===== src/rtl/mac_controller.sv =====
// Moore-style sequencer for a multiply-accumulate datapath: fetches N_TERMS operand
// pairs, steps each through load/multiply/accumulate, then publishes the sum.
module mac_controller #(
   parameter int N_TERMS = 10
) (
   input  logic       clk,
   input  logic       rst,
   input  logic       start,
   input  logic       in_valid,
   input  logic [3:0] a_in,
   input  logic [3:0] b_in,
   output logic       in_ready,
   output logic [3:0] dp_a,
   output logic [3:0] dp_b,
   output logic       load_a,
   output logic       load_b,
   output logic       load_m,
   output logic       load_acc,
   output logic       load_out,
   output logic       count_enable,
   output logic       dp_clr,
   output logic       busy,
   output logic       done,
   output logic [3:0] term_cnt
);

   localparam logic [2:0] IDLE  = 3'd0;
   localparam logic [2:0] CLR   = 3'd1;
   localparam logic [2:0] FETCH = 3'd2;
   localparam logic [2:0] LOAD  = 3'd3;
   localparam logic [2:0] MUL   = 3'd4;
   localparam logic [2:0] ACC   = 3'd5;
   localparam logic [2:0] OUT   = 3'd6;
   localparam logic [2:0] FIN   = 3'd7;

   localparam logic [3:0] LAST_TERM = 4'(N_TERMS - 1);

   logic [2:0] state_r;
   logic [2:0] next_state_s;

   // Next-state selection; start is only honoured from IDLE.
   always_comb begin
      next_state_s = state_r;
      case (state_r)
         IDLE: begin
            if (start) next_state_s = CLR;
            else       next_state_s = IDLE;
         end
         CLR:  next_state_s = FETCH;
         FETCH: begin
            if (in_valid) next_state_s = LOAD;
            else          next_state_s = FETCH;
         end
         LOAD: next_state_s = MUL;
         MUL:  next_state_s = ACC;
         ACC: begin
            if (term_cnt == LAST_TERM) next_state_s = OUT;
            else                       next_state_s = FETCH;
         end
         OUT:  next_state_s = IDLE + 3'd7;
         FIN:  next_state_s = IDLE;
         default: next_state_s = IDLE;
      endcase
   end

   // Strobes are flops loaded with the decode of the state being entered, so they
   // always equal the decode of the current state without any output glitching.
   always_ff @(posedge clk or posedge rst) begin
      if (rst) begin
         state_r      <= IDLE;
         in_ready     <= 1'b0;
         load_a       <= 1'b0;
         load_b       <= 1'b0;
         load_m       <= 1'b0;
         load_acc     <= 1'b0;
         load_out     <= 1'b0;
         count_enable <= 1'b0;
         dp_clr       <= 1'b0;
         busy         <= 1'b0;
         done         <= 1'b0;
      end else begin
         state_r      <= next_state_s;
         in_ready     <= (next_state_s == FETCH);
         load_a       <= (next_state_s == LOAD);
         load_b       <= (next_state_s == LOAD);
         load_m       <= (next_state_s == MUL);
         load_acc     <= (next_state_s == ACC);
         load_out     <= (next_state_s == OUT);
         count_enable <= (next_state_s == ACC);
         dp_clr       <= (next_state_s == CLR);
         busy         <= (next_state_s != IDLE);
         done         <= (next_state_s == FIN);
      end
   end

   // Operand capture on the FETCH handshake and per-job term counting.
   always_ff @(posedge clk or posedge rst) begin
      if (rst) begin
         dp_a     <= 4'd0;
         dp_b     <= 4'd0;
         term_cnt <= 4'd0;
      end else begin
         if ((state_r == FETCH) && in_valid) begin
            dp_a <= a_in;
            dp_b <= b_in;
         end
         if ((state_r == IDLE) && start) begin
            term_cnt <= 4'd0;
         end else if (state_r == ACC) begin
            term_cnt <= term_cnt + 4'd1;
         end
      end
   end

endmodule


===== config.mk =====
export PLATFORM = sky130hd
export DESIGN_NAME = mac_controller
export DESIGN_NICKNAME = d
export VERILOG_FILES = /design/src/rtl/mac_controller.sv
export SDC_FILE = /design/constraint.sdc
export NUM_CORES = 1
export LEC_CHECK = 0
export ABC_CLOCK_PERIOD_IN_PS = 3000
export CORE_UTILIZATION = 45
export DETAILED_ROUTE_END_ITERATION = 7
export PLACE_DENSITY_LB_ADDON = 0.05
export SLEW_MARGIN = 10
export SYNTH_ARGS = -nofsm -noshare
export SYNTH_HDL_FRONTEND = slang
export SYNTH_SLANG_ARGS = --single-unit

===== constraint.sdc =====
create_clock -name clk -period 3 [get_ports clk]
set_input_delay 0.6 -clock clk [delete_from_list [all_inputs] [get_ports clk]]
set_output_delay 0.6 -clock clk [all_outputs]
set_load 0.02 [all_outputs]

==> metrics.txt <==
Crit Path Class reg -> out; Critical Path Max Stage Delay roughly 0.64 ns; CP Launch Type flip-flop; Slew HR 0.456; WP buf/inv 1; Cell Pwr Density between 900 and 1000 nW/um2; max_cap viols 0; Tcrit/Tclk final 0.658; hold_buf cts 0; Synth Area in Adders 0.0255; filler instances approximately 170; drt total wl 1540 um; WL per Instance between 10 and 15 um; met1 GRT Util 0.200; gr usage total 0.150; syn avg cell area approximately 13 um2; total grt overflow 0; area delta synth->final 35.3%; layout cells sized above 1 0.152; ANT cells 0; slowest CP cell clkdlybuf4s50_1; main combinational cell family by area after synthesis simple AND/OR/NAND/NOR gates; filler-free cell count of the finished design about 130; Initial DRC Count 1; PostCTS Resize Cnt 0; CP Max Fanout 5; Vias/cell 4.95; die height about 49 um; post-synthesis cell area 981 um2; ys flop type dfrtp_1; Post-Synth XOR/XNOR Area 0.0179; outcome finished clean; Worst-Skew Late Latency 0.29 ns; Clock Tree Buf Depth 2; first-pass GRT wire length ~2800 um; die area roughly 2400 um2; pin count of the biggest net entering global routing 24; yosys warns 0; area leader, netlist dfrtp_1; Die X 48.7 um; sequential cell area fraction in the yosys report 0.587; CTS Buf Count 3; register bit count reported by yosys 23; final setup violation count 0; Mapped Nets 88; Yosys top cell area share 0.587; initial antenna violation count 0; Fin Clk Skew between 0.003 and 0.004 ns; met3 Track Usage GR 0.0346; Synth Instances 74; max-slew violation count 0; number of global-route vias before repair 627; Setup crit end kind output port; post-route cell area roughly 1300 um2; Initial Utilization 0.490; worst path cell trace clkdlybuf4s50_1; CP delay by family, top buffers and inverters; Max Fclk 506 MHz; Synth Area in Compound Gates 0.0548; cell with the most instances after synthesis dfrtp_1; RSZ-0062 raised after global routing no; Post-synth ARST share 1.00; Placed Area around 1300 um2; met2 Track Usage GR 0.243; post-route minimum period roughly 2 ns; setup slack, reg-to-reg 1.12 ns; top cells by area, synth dfrtp_1 (59%), mux2_2 (9.2%), ha_1 (2.6%), nor4b_4 (2.4%), buf_4 (2.3%); Net count, final 120; DRT antenna net count 0; DRC violations left 0; simple-gate share of the synthesized area 0.153; Top Ports 34; clock sinks 23; Core ar. roughly 2000 um2; mux contribution to synthesized area 0.102; post-DP HPWL 1130 um; Vias ~650; H-tree levels 1; CTS clk-pin slew, worst paths around 0.11 ns; Crit path arrival time roughly 1.4 ns; setup TNS 0 ns; Hold Violations, Final 0; CP Data Required Time between 2 and 2.5 ns; top cells by count, synth dfrtp_1 (23), mux2_2 (8), inv_1 (4), nor2_1 (4); Post-synth EDFFs 0; cell row count 16; Post-CTS Setup Bufs 0; Lkg Pwr roughly 0.6 nW; CTS root buffer clkbuf_4; PortBufs 33; CTS tree built; VDD IR max roughly 0.00044 V; Slew @ Worst Pin a little over 0.8 ns; final total power 1.27 mW; count of cell types in the netlist 29; Final Wtd Congestion roughly 0.69; gr busiest metal met2; DR pass1 iterations 2; dpl cells 128; HP Class reg -> reg
==> registers in the layout, summed over array words and instances, names as in the netlist <==
signal	cells
load_b	1
dp_clr	1
done	1
term_cnt	4
dp_b	4
load_m	1
dp_a	4
in_ready	1
count_enable	1
busy	1
load_out	1
state_r	3
==> kinds of logic (layout without fill, tap and decap cells) <==
logic type,after synthesis,after routing
xor+xnor,2,2
mux,9,9
buf+inv,10,41
compound gates,9,9
flops,23,23
fa+ha+maj,2,2
simple gates,19,19
==> final cells by class <==
type | count | area [um2] | share of cell area
sequential | 23 | 576 | 0.434
multi-input combinational | 41 | 347 | 0.261
clock buffer | 4 | 26.3 | 0.0198
tap | 27 | 33.8 | 0.0254
timing repair buffer | 33 | 330 | 0.249
inverter | 4 | 15.0 | 0.0113
==> stage by stage <==
step                hold WS [ns]   util  worst slack [ns]
floorplan                  0.527      -              1.66
global placement           0.493  0.650             0.805
detailed placement         0.495  0.650             0.773
CTS                        0.521  0.663              1.01
global route               0.548  0.663             0.954
finish                     0.516  0.663              1.03
==> final timing paths <==
path                                   from          end  cells past startpoint
worst max register to register   state_r[0]      dp_b[2]                      3
worst max-delay path            term_cnt[0]  term_cnt[0]                      1
worst min-delay path                dp_b[0]      dp_b[0]                      1
max in group asynchronous               rst      dp_b[1]                      2
min in group asynchronous               rst     in_ready                      2
worst min register to register      dp_b[0]      dp_b[0]                      1
==> layout by cell type, fill, tap and decap left out, types with 2 or more instances in the layout <==
cell type,netlist,routed
a21oi_1,3,3
ha_1,2,2
nor2_1,4,4
clkbuf_4,0,3
inv_1,4,4
dfrtp_1,23,23
xor2_1,2,2
nand2_1,2,2
o21ai_0,3,3
clkdlybuf4s50_1,0,33
mux2_2,8,8
==> power by group <==
group / leakage (nW) / internal [mW] / total (mW) / switching, mW
Combinational: 0.282 / 0.323 / 0.592 / 0.269
Sequential: 0.290 / 0.427 / 0.548 / 0.121
Clock: 0.0150 / 0.0516 / 0.132 / 0.0804
Total: 0.587 / 0.802 / 1.27 / 0.470
==> routing by layer <==
metal | vias up | share of wire
met3 | 2 | 0.054
met2 | 24 | 0.46
met5 | - | 0
li1 | 312 | -
met4 | 0 | 0.0091
met1 | 316 | 0.47
Power figures use the tool's default switching activity.
